==> src/rtl/pc_fetch_unit_if.sv <==
// Instruction-memory fetch handshake between pc_fetch_unit (master) and the memory (slave).
interface pc_fetch_unit_if;
  logic        imem_req;
  logic [31:0] imem_addr;
  logic [31:0] imem_rdata;
  logic        imem_ack;

  modport master (output imem_req, output imem_addr, input imem_rdata, input imem_ack);
  modport slave  (input imem_req, input imem_addr, output imem_rdata, output imem_ack);
endinterface

==> src/rtl/pc_fetch_unit.sv <==
// Multi-cycle fetch/execute PC sequencer: BOOT -> FETCH (wait for ack) -> EXEC (one strobe) -> FETCH.
// Optional macro PC_STATUS_FLAGS_EN: bgez/balz test registered flags from the previous instruction.
module pc_fetch_unit (
  input  logic               clk,
  input  logic               rst_n,
  pc_fetch_unit_if.master    imem,
  output logic [31:0]        instr,
  output logic               instr_valid,
  output logic [31:0]        pc,
  output logic [31:0]        link_addr,
  input  logic [2:0]         bnj,
  input  logic               zero,
  input  logic               neg,
  input  logic [31:0]        jm_target,
  input  logic               hold
);

  typedef enum logic [1:0] {
    S_BOOT  = 2'd0,
    S_FETCH = 2'd1,
    S_EXEC  = 2'd2
  } state_t;

  typedef enum logic [2:0] {
    BNJ_SEQ  = 3'b000,
    BNJ_J    = 3'b001,
    BNJ_BEQ  = 3'b010,
    BNJ_BGEZ = 3'b011,
    BNJ_BALZ = 3'b100,
    BNJ_JM   = 3'b101
  } bnj_t;

  state_t      r_state;
  state_t      w_state_nxt;
  logic [31:0] r_pc;
  logic [31:0] r_instr;
  logic [31:0] w_pc_plus4;
  logic [31:0] w_br_target;
  logic [31:0] w_next_pc;
  logic        w_cond_z;
  logic        w_cond_n;
  logic        w_exec_done;

  assign w_exec_done = (r_state == S_EXEC) && !hold;

  // NOTE: every variable written in this block gets a default first, so no path can infer a latch.
  always_comb begin
    w_state_nxt = r_state;
    case (r_state)
      S_BOOT:  w_state_nxt = S_FETCH;
      S_FETCH: if (imem.imem_ack) w_state_nxt = S_EXEC;
      S_EXEC:  if (!hold) w_state_nxt = S_FETCH;
      default: w_state_nxt = S_BOOT;
    endcase
  end

  // NOTE: sequential state uses non-blocking assignments so all registers update from pre-edge values.
  always_ff @(posedge clk or negedge rst_n) begin
    if (!rst_n) begin
      r_state <= S_BOOT;
      r_pc    <= 32'h0000_0000;
      r_instr <= 32'h0000_0000;
    end else begin
      r_state <= w_state_nxt;
      if ((r_state == S_FETCH) && imem.imem_ack) r_instr <= imem.imem_rdata;
      if (w_exec_done) r_pc <= w_next_pc;
    end
  end

`ifdef PC_STATUS_FLAGS_EN
  logic r_flag_z;
  logic r_flag_n;

  always_ff @(posedge clk or negedge rst_n) begin
    if (!rst_n) begin
      r_flag_z <= 1'b0;
      r_flag_n <= 1'b0;
    end else if (w_exec_done) begin
      r_flag_z <= zero;
      r_flag_n <= neg;
    end
  end

  // Flags hold the previous instruction's ALU result during the current EXEC.
  assign w_cond_z = r_flag_z;
  assign w_cond_n = r_flag_n;
`else
  assign w_cond_z = zero;
  assign w_cond_n = neg;
`endif

  assign w_pc_plus4  = r_pc + 32'd4;
  assign w_br_target = w_pc_plus4 + {{14{r_instr[15]}}, r_instr[15:0], 2'b00};

  always_comb begin
    w_next_pc = w_pc_plus4;
    case (bnj_t'(bnj))
      BNJ_J:    w_next_pc = {w_pc_plus4[31:28], r_instr[25:0], 2'b00};
      BNJ_BEQ:  if (zero) w_next_pc = w_br_target;
      BNJ_BGEZ: if (!w_cond_n) w_next_pc = w_br_target;
      BNJ_BALZ: if (w_cond_z) w_next_pc = w_br_target;
      BNJ_JM:   w_next_pc = jm_target & 32'hFFFF_FFFC;
      default:  w_next_pc = w_pc_plus4;
    endcase
  end

  assign imem.imem_req  = (r_state == S_FETCH);
  assign imem.imem_addr = r_pc;
  assign instr          = r_instr;
  assign instr_valid    = (r_state == S_EXEC);
  assign pc             = r_pc;
  assign link_addr      = w_pc_plus4;

endmodule
==> src/flat_wrapper.sv <==
// flat-port wrapper written by rule: the top's interface ports become plain ports
module pc_fetch_unit_flat 
  (clk, rst_n, instr, instr_valid, pc, link_addr, bnj, zero, neg, jm_target, hold, imem_imem_req, imem_imem_addr, imem_imem_rdata, imem_imem_ack);
  pc_fetch_unit_if imem_i ();
  input  logic clk;
  input  logic rst_n;
  output logic [31:0] instr;
  output logic instr_valid;
  output logic [31:0] pc;
  output logic [31:0] link_addr;
  input  logic [2:0] bnj;
  input  logic zero;
  input  logic neg;
  input  logic [31:0] jm_target;
  input  logic hold;
  output wire logic [$bits(imem_i.imem_req)-1:0] imem_imem_req;
  output wire logic [$bits(imem_i.imem_addr)-1:0] imem_imem_addr;
  input wire logic [$bits(imem_i.imem_rdata)-1:0] imem_imem_rdata;
  input wire logic [$bits(imem_i.imem_ack)-1:0] imem_imem_ack;
  assign imem_imem_req = imem_i.imem_req;
  assign imem_imem_addr = imem_i.imem_addr;
  assign imem_i.imem_rdata = imem_imem_rdata;
  assign imem_i.imem_ack = imem_imem_ack;
  pc_fetch_unit u_core (.clk(clk), .rst_n(rst_n), .imem(imem_i), .instr(instr), .instr_valid(instr_valid), .pc(pc), .link_addr(link_addr), .bnj(bnj), .zero(zero), .neg(neg), .jm_target(jm_target), .hold(hold));
endmodule
==> config.mk <==
export PLATFORM = sky130hd
export DESIGN_NAME = pc_fetch_unit_flat
export DESIGN_NICKNAME = d
export VERILOG_FILES = /design/src/rtl/pc_fetch_unit_if.sv /design/src/rtl/pc_fetch_unit.sv /design/src/flat_wrapper.sv
export SDC_FILE = /design/constraint.sdc
export NUM_CORES = 1
export LEC_CHECK = 0
export BUFFER_PORTS_ARGS = -buffer_cell sky130_fd_sc_hd__buf_2
export CORE_UTILIZATION = 40
export CTS_CLUSTER_DIAMETER = 80
export DETAILED_ROUTE_END_ITERATION = 8
export PLACE_DENSITY = 0.74
export SLEW_MARGIN = 20
export SYNTH_ARGS = -nofsm -noshare
export SYNTH_HDL_FRONTEND = slang
export SYNTH_SLANG_ARGS = --single-unit
==> constraint.sdc <==
create_clock -name clk -period 3.8 [get_ports clk]
set_input_delay 0.76 -clock clk [delete_from_list [all_inputs] [get_ports clk]]
set_output_delay 0.76 -clock clk [all_outputs]
set_load 0.01 [all_outputs]
Word-level counts from Yosys, hierarchy flattened --
Cells that the tools add are included.
Operators by class: reduce and logical (&&, ||, !) cells 6, add/sub/neg operators 2, equal/unequal tests 9, mux-type cells 6
Operator list (number):
- $pmux W32 S4 | 1
- $mux W32 | 2
- $add A32 B3 Y32 const B | 1
- $add A32 B32 Y32 | 1
- $eq A3 B2 Y1 const B | 2
- $eq A3 B3 Y1 const B | 2
- $pmux W2 S3 | 1
- $mux W2 | 2
- $eq A3 B1 Y1 const B | 1
- $eq A2 B1 Y1 const B | 1
- $eq A2 B2 Y1 const B | 1
- $logic_and A1 B1 Y1 | 2
- $logic_not A2 Y1 | 1
- $ne A2 B1 Y1 const B | 1
- $ne A2 B2 Y1 const B | 1
- $reduce_and A2 Y1 | 1
- $reduce_or A2 Y1 | 1
- $logic_not A1 Y1 | 1
Word-level totals: input port bits 73, output and inout bits 130, register bits 66, word-level logic and storage cells 26

Longest topological paths before layout --
depth after elaboration 4, mapped depth 18, depth with buffers taken out 18

Worst setup path after synthesis --
Ideal clock, no wire load.
path type reg-to-reg, start point register u_core.r_pc[2] (netlist: u_core.imem.imem_addr[2]), end point register u_core.r_pc[31] (netlist: u_core.imem.imem_addr[31]), clock period less this slack 3.645 ns, cell stages (with the launch flop) 19, slack 0.155 ns, setup time 0.099 ns, path buffers 1, required time 3.701 ns, arrival 3.546 ns, cells stage by stage dfrtp_1 ha_1 nand3_1 nor2_1 nand3_1 nor3_2 nand2_1 xnor2_1 ha_1 buf_2 a21o_1 a21oi_1 nor2_1 o41ai_1 o31a_1 o41ai_2 xor2_1 nor2_1 a311oi_1
Between the ends: cells in the longest elaborated chain, start to end 4, elaborated cells on any way between the ends 5, those cells by class add/sub: 2; mux: 3
RTL lines:
- start, declared | RTL line pc_fetch_unit.sv:35 | logic [31:0] r_pc;
- start signal, assigned | RTL line pc_fetch_unit.sv:66 | if (w_exec_done) r_pc <= w_next_pc;
- $add A32 B3 Y32 * | RTL line pc_fetch_unit.sv:92 | assign w_pc_plus4 = r_pc + 32'd4;
- via link_addr[22] | RTL line flat_wrapper.sv:10 | output logic [31:0] link_addr;
- $add A32 B32 Y32 * | RTL line pc_fetch_unit.sv:93 | assign w_br_target = w_pc_plus4 + {{14{r_instr[15]}}, r_instr[15:0], 2'b00};
- $mux W32 (on tied branches) | RTL line pc_fetch_unit.sv:99, pc_fetch_unit.sv:101, pc_fetch_unit.sv:100
- $pmux W32 S4 * | RTL line pc_fetch_unit.sv:97 | case (bnj_t'(bnj))
Mark *: on every way through the listed nets, which the timed path passes. The rest lies on a longest branch. A chain may end at the register's enable or synchronous reset.

Final worst setup path --
start point register u_core.r_pc[3] (netlist: u_core.imem.imem_addr[3]), end point register u_core.r_pc[31] (netlist: u_core.imem.imem_addr[31])
Between the ends: cells in the longest elaborated chain, start to end 4, elaborated cells on any way between the ends 5, those cells by class add/sub: 2; mux: 3
RTL lines (RTL line):
- $add A32 B3 Y32 * | pc_fetch_unit.sv:92
- $add A32 B32 Y32 | pc_fetch_unit.sv:93
- $mux W32 (on tied branches) | pc_fetch_unit.sv:99, pc_fetch_unit.sv:101, pc_fetch_unit.sv:100
- $pmux W32 S4 * | pc_fetch_unit.sv:97
Every way passes the cells marked *; elsewhere a longest branch is shown, timed or not.

==> impl_metrics.csv <==
group,metric,value,unit
sta,final_min_period_over_clock_period,0.9576,
synth,synth_top_cells_by_count,"sky130_fd_sc_hd__nor2_1, sky130_fd_sc_hd__dfrtp_1, sky130_fd_sc_hd__nand2_1, sky130_fd_sc_hd__a21oi_1, sky130_fd_sc_hd__o21ai_0",
cells_and_area,num-nets-final,1000,
worst_setup_path,cp-end-kind,"flop",
pwr,cellInternalPower,4.061,mW
synth,post_synthesis_area_per_instance,8.468,sq um
status,status,"finished clean",
clocking,clk_latency,340,ps
sta,fin_tns_setup,0,ps
die,boundaryPins,203,
die,design.die.area,0.01473,sq mm
clocking,cts_tree,"yes",
cells_and_area,antenna_cells_inserted,0,
place,pre_cts_ws,23.29,ps
grt,grt_max_degree,46,
clocking,ctsRootBufferMaster,"sky130_fd_sc_hd__clkbuf_16",
synth,synth-seq-area-share,0.2810,
die,die_x,121.4,um
worst_setup_path,critical_path.max_fanout,5,
synth,synth_top_cell_by_area,"sky130_fd_sc_hd__dfrtp_1",
die,core_area,0.01388,sq mm
pwr,power_per_cell_area,1040,mW/mm^2
detailed_routing,detailed_routing_iterations_pass_1,5,
grt,first_global_vias,5498,
pwr,leakage,3.493,nW
sta,period_minus_slack,3639,ps
grt,grt_antenna_before_repair,0,
cells_and_area,register_area,0.001602,sq mm
synth,post_synth_num_cell_types,61,
sta,timing.slew.headroom,0.3356,
sta,rsz_0062_raised_after_global_routing,"true",
detailed_routing,via_count,6014,
clocking,cts_buffers,9,
place,buffer_ports.inserted,194,
worst_setup_path,critPathLaunchType,"flop",
grt,total_global_routing_track_utilization,0.2534,
synth,synth_warnings,0,
place,gp_congestion,0.9019,
die,chipHeight,121.4,um
cells_and_area,layout-area-overhead-vs-synth,32.34,%
worst_setup_path,worst_ep_arrival_time,3890,ps
pwr,vdd_ir_drop_max,0.0004191,V
synth,postSynth.asyncResetShare,1.000,
worst_setup_path,required,4050,ps
run,timing.max_cap.violations,0,
clocking,htreeDepth,3,
synth,synth_edf_count,0,
place,total_cell_area_at_the_placement_stage,0.007041,sq mm
detailed_routing,antenna_left,0,
synth,synth-seq-cells,64,
place,post_detail_place_hpwl,13840,um
detailed_routing,route.final.wire_length,18290,um
die,initial_utilization,0.4106,
worst_setup_path,critPathKind,"reg -> reg",
sta,worst-slew-pin-transition,990.0,ps
detailed_routing,dr.first_iter.drc_count,428,
clocking,cts.reportedPaths.clkPinSlew,60,ps
min_path,min_path_type,"in -> async",
pwr,power_switching_share,0.4822,
detailed_routing,route.detailed.wl_per_inst,16.99,um
sta,timing.clock.skew,7.059,ps
sta,max_freq,274.8,MHz
grt,wire_length_of_the_first_global_routing_pass,28670,um
synth,netlist_area_pre_place,0.005699,sq mm
pwr,clkPwrFrac,0.108,
synth,dominantRegCellSynth,"sky130_fd_sc_hd__dfrtp_1",
sta,postLayoutSetupSlackWorst,161.2,ps
cells_and_area,layout.cell_area.non_filler,0.007542,sq mm
detailed_routing,drc,0,
pwr,seq_power_share,0.180,
sta,finalSetupViolations,0,
synth,postSynthCellCount,673,
pwr,p_switching,3.782,mW
sta,finalHoldViolCount,0,
die,row_count,43,
synth,ys_top_cells_by_area,"sky130_fd_sc_hd__dfrtp_1, sky130_fd_sc_hd__ha_1, sky130_fd_sc_hd__mux2_2, sky130_fd_sc_hd__xnor2_1, sky130_fd_sc_hd__nor2_1",
grt,grt_remaining_overflow,0,
cells_and_area,area_taken_by_multi_input_logic_gates,0.003860,sq mm
cells_and_area,fillers,1330,
pwr,total_power,7.843,mW
detailed_routing,viasPerCell,5.589,
synth,cell_with_the_most_instances_after_synthesis,"sky130_fd_sc_hd__nor2_1",
pwr,power_frac_comb,0.712,
clocking,clock_sink_count,64,
sta,number_of_slew_limit_violations_in_the_final_report,0,
sta,timing.hold.ws,400.6,ps
cells_and_area,fraction_of_final_layout_cells_sized_beyond_drive_strength_1,0.3917,
synth,yosys.area.top_type_share,0.2810,
clocking,max_root_sink_buffers,2,
## layout make-up
class | instances | share of cell area
well taps | 180 | 0.02986
flip-flops and latches | 64 | 0.2123
clock inverters | 5 | 0.007465
repair buffers | 264 | 0.1984
inverters | 16 | 0.007963
multi-input cells | 536 | 0.5118
clock buffers | 11 | 0.03218
## cells in the final DEF, fill, tap and decap left out, types with 10 or more instances in the layout
cell type,instances
sky130_fd_sc_hd__buf_4,70
sky130_fd_sc_hd__mux2_2,33
sky130_fd_sc_hd__a221o_1,15
sky130_fd_sc_hd__and3_1,10
sky130_fd_sc_hd__nor2_1,76
sky130_fd_sc_hd__a221oi_1,20
sky130_fd_sc_hd__nand3_1,19
sky130_fd_sc_hd__o21ai_1,10
sky130_fd_sc_hd__o21ai_0,35
sky130_fd_sc_hd__a21o_1,14
sky130_fd_sc_hd__dfrtp_1,64
sky130_fd_sc_hd__inv_1,13
sky130_fd_sc_hd__xor2_1,11
sky130_fd_sc_hd__buf_2,194
sky130_fd_sc_hd__nand2_1,49
sky130_fd_sc_hd__xnor2_1,32
sky130_fd_sc_hd__ha_1,32
sky130_fd_sc_hd__a21oi_1,48
## through the flow
stage,util,cells
after floorplan,-,678
after global placement,0.5072,1056
after detailed placement,0.5072,1056
after CTS,0.5288,1072
after global routing,0.5434,1076
final,0.5434,1076
## routing by layer
metal / track usage / vias up / part of all wire
met1: 0.3434 / 2846 / 0.46
met5: 0 / - / 0
li1: - / 2889 / -
met2: 0.3967 / 249 / 0.45
met4: 0.09182 / 0 / 0.020
met3: 0.05028 / 30 / 0.073
## power groups by stage
stage / Clock (mW) / Combinational [mW] / Sequential (mW)
6_report: 0.846 / 5.58 / 1.41
5_1_grt: 0.898 / 6.15 / 1.47
4_1_cts: 0.873 / 5.37 / 1.39
3_5_place_dp: 0 / 5.33 / 1.40
3_3_place_gp: 0 / 5.25 / 1.39
2_1_floorplan: 0 / 3.49 / 1.53
## path summary, 6_finish.rpt
path                                          start                   endpoint  slack [ps]  cells past startpoint
setup / recovery           u_core.imem.imem_addr[3]  u_core.imem.imem_addr[31]         160                     18
hold / removal                                rst_n  u_core.imem.imem_addr[22]         400                      2
setup reg to reg           u_core.imem.imem_addr[3]  u_core.imem.imem_addr[31]         160                     18
hold reg to reg                    u_core.instr[27]           u_core.instr[27]         500                      1
max in group asynchronous                     rst_n           u_core.instr[30]        2860                      2
min in group clk                   u_core.instr[27]           u_core.instr[27]         500                      1
## logic make-up after synthesis
kind of cell	share of synthesized area
DFF	0.2810
xor gates and xnor gates	0.07838
AOI/OAI and AO/OA	0.2455
buffers and inverters	0.07618
other	0.0006580
adders and majority gates	0.08035
muxes	0.07223
and+or+nand+nor	0.1658
## timing repair
item,in CTS,in global routing
cloned,0,0
endpoints found under the setup margin,1,12
pin swaps,1,15
buffers inserted,0,4
resized for setup,0,32
hold buffers,0,0
endpoints found under the hold margin,0,0
## flip-flops by register name, indices dropped and copies added, names as in the netlist
| register | flops |
|---|---|
| u_core.r_state | 2 |
| u_core.imem.imem_addr | 30 |
| u_core.instr | 32 |
## critical path, stage by stage (launching register included)
cell and delay (ps):
sky130_fd_sc_hd__dfrtp_1 400, sky130_fd_sc_hd__ha_4 170, sky130_fd_sc_hd__nand3_2 80, sky130_fd_sc_hd__nor2_2 170, sky130_fd_sc_hd__nand3_2 140, sky130_fd_sc_hd__nor3_2 230, sky130_fd_sc_hd__buf_4 170, sky130_fd_sc_hd__buf_4 140
sky130_fd_sc_hd__and3_4 210, sky130_fd_sc_hd__xor2_2 160, sky130_fd_sc_hd__ha_1 300, sky130_fd_sc_hd__a21o_1 210, sky130_fd_sc_hd__a21o_1 190, sky130_fd_sc_hd__a21oi_1 180, sky130_fd_sc_hd__o31a_1 170, sky130_fd_sc_hd__o41ai_2 70
sky130_fd_sc_hd__xor2_1 250, sky130_fd_sc_hd__nor2_1 80, sky130_fd_sc_hd__a311oi_1 200
(Power assumes the default switching activity.)
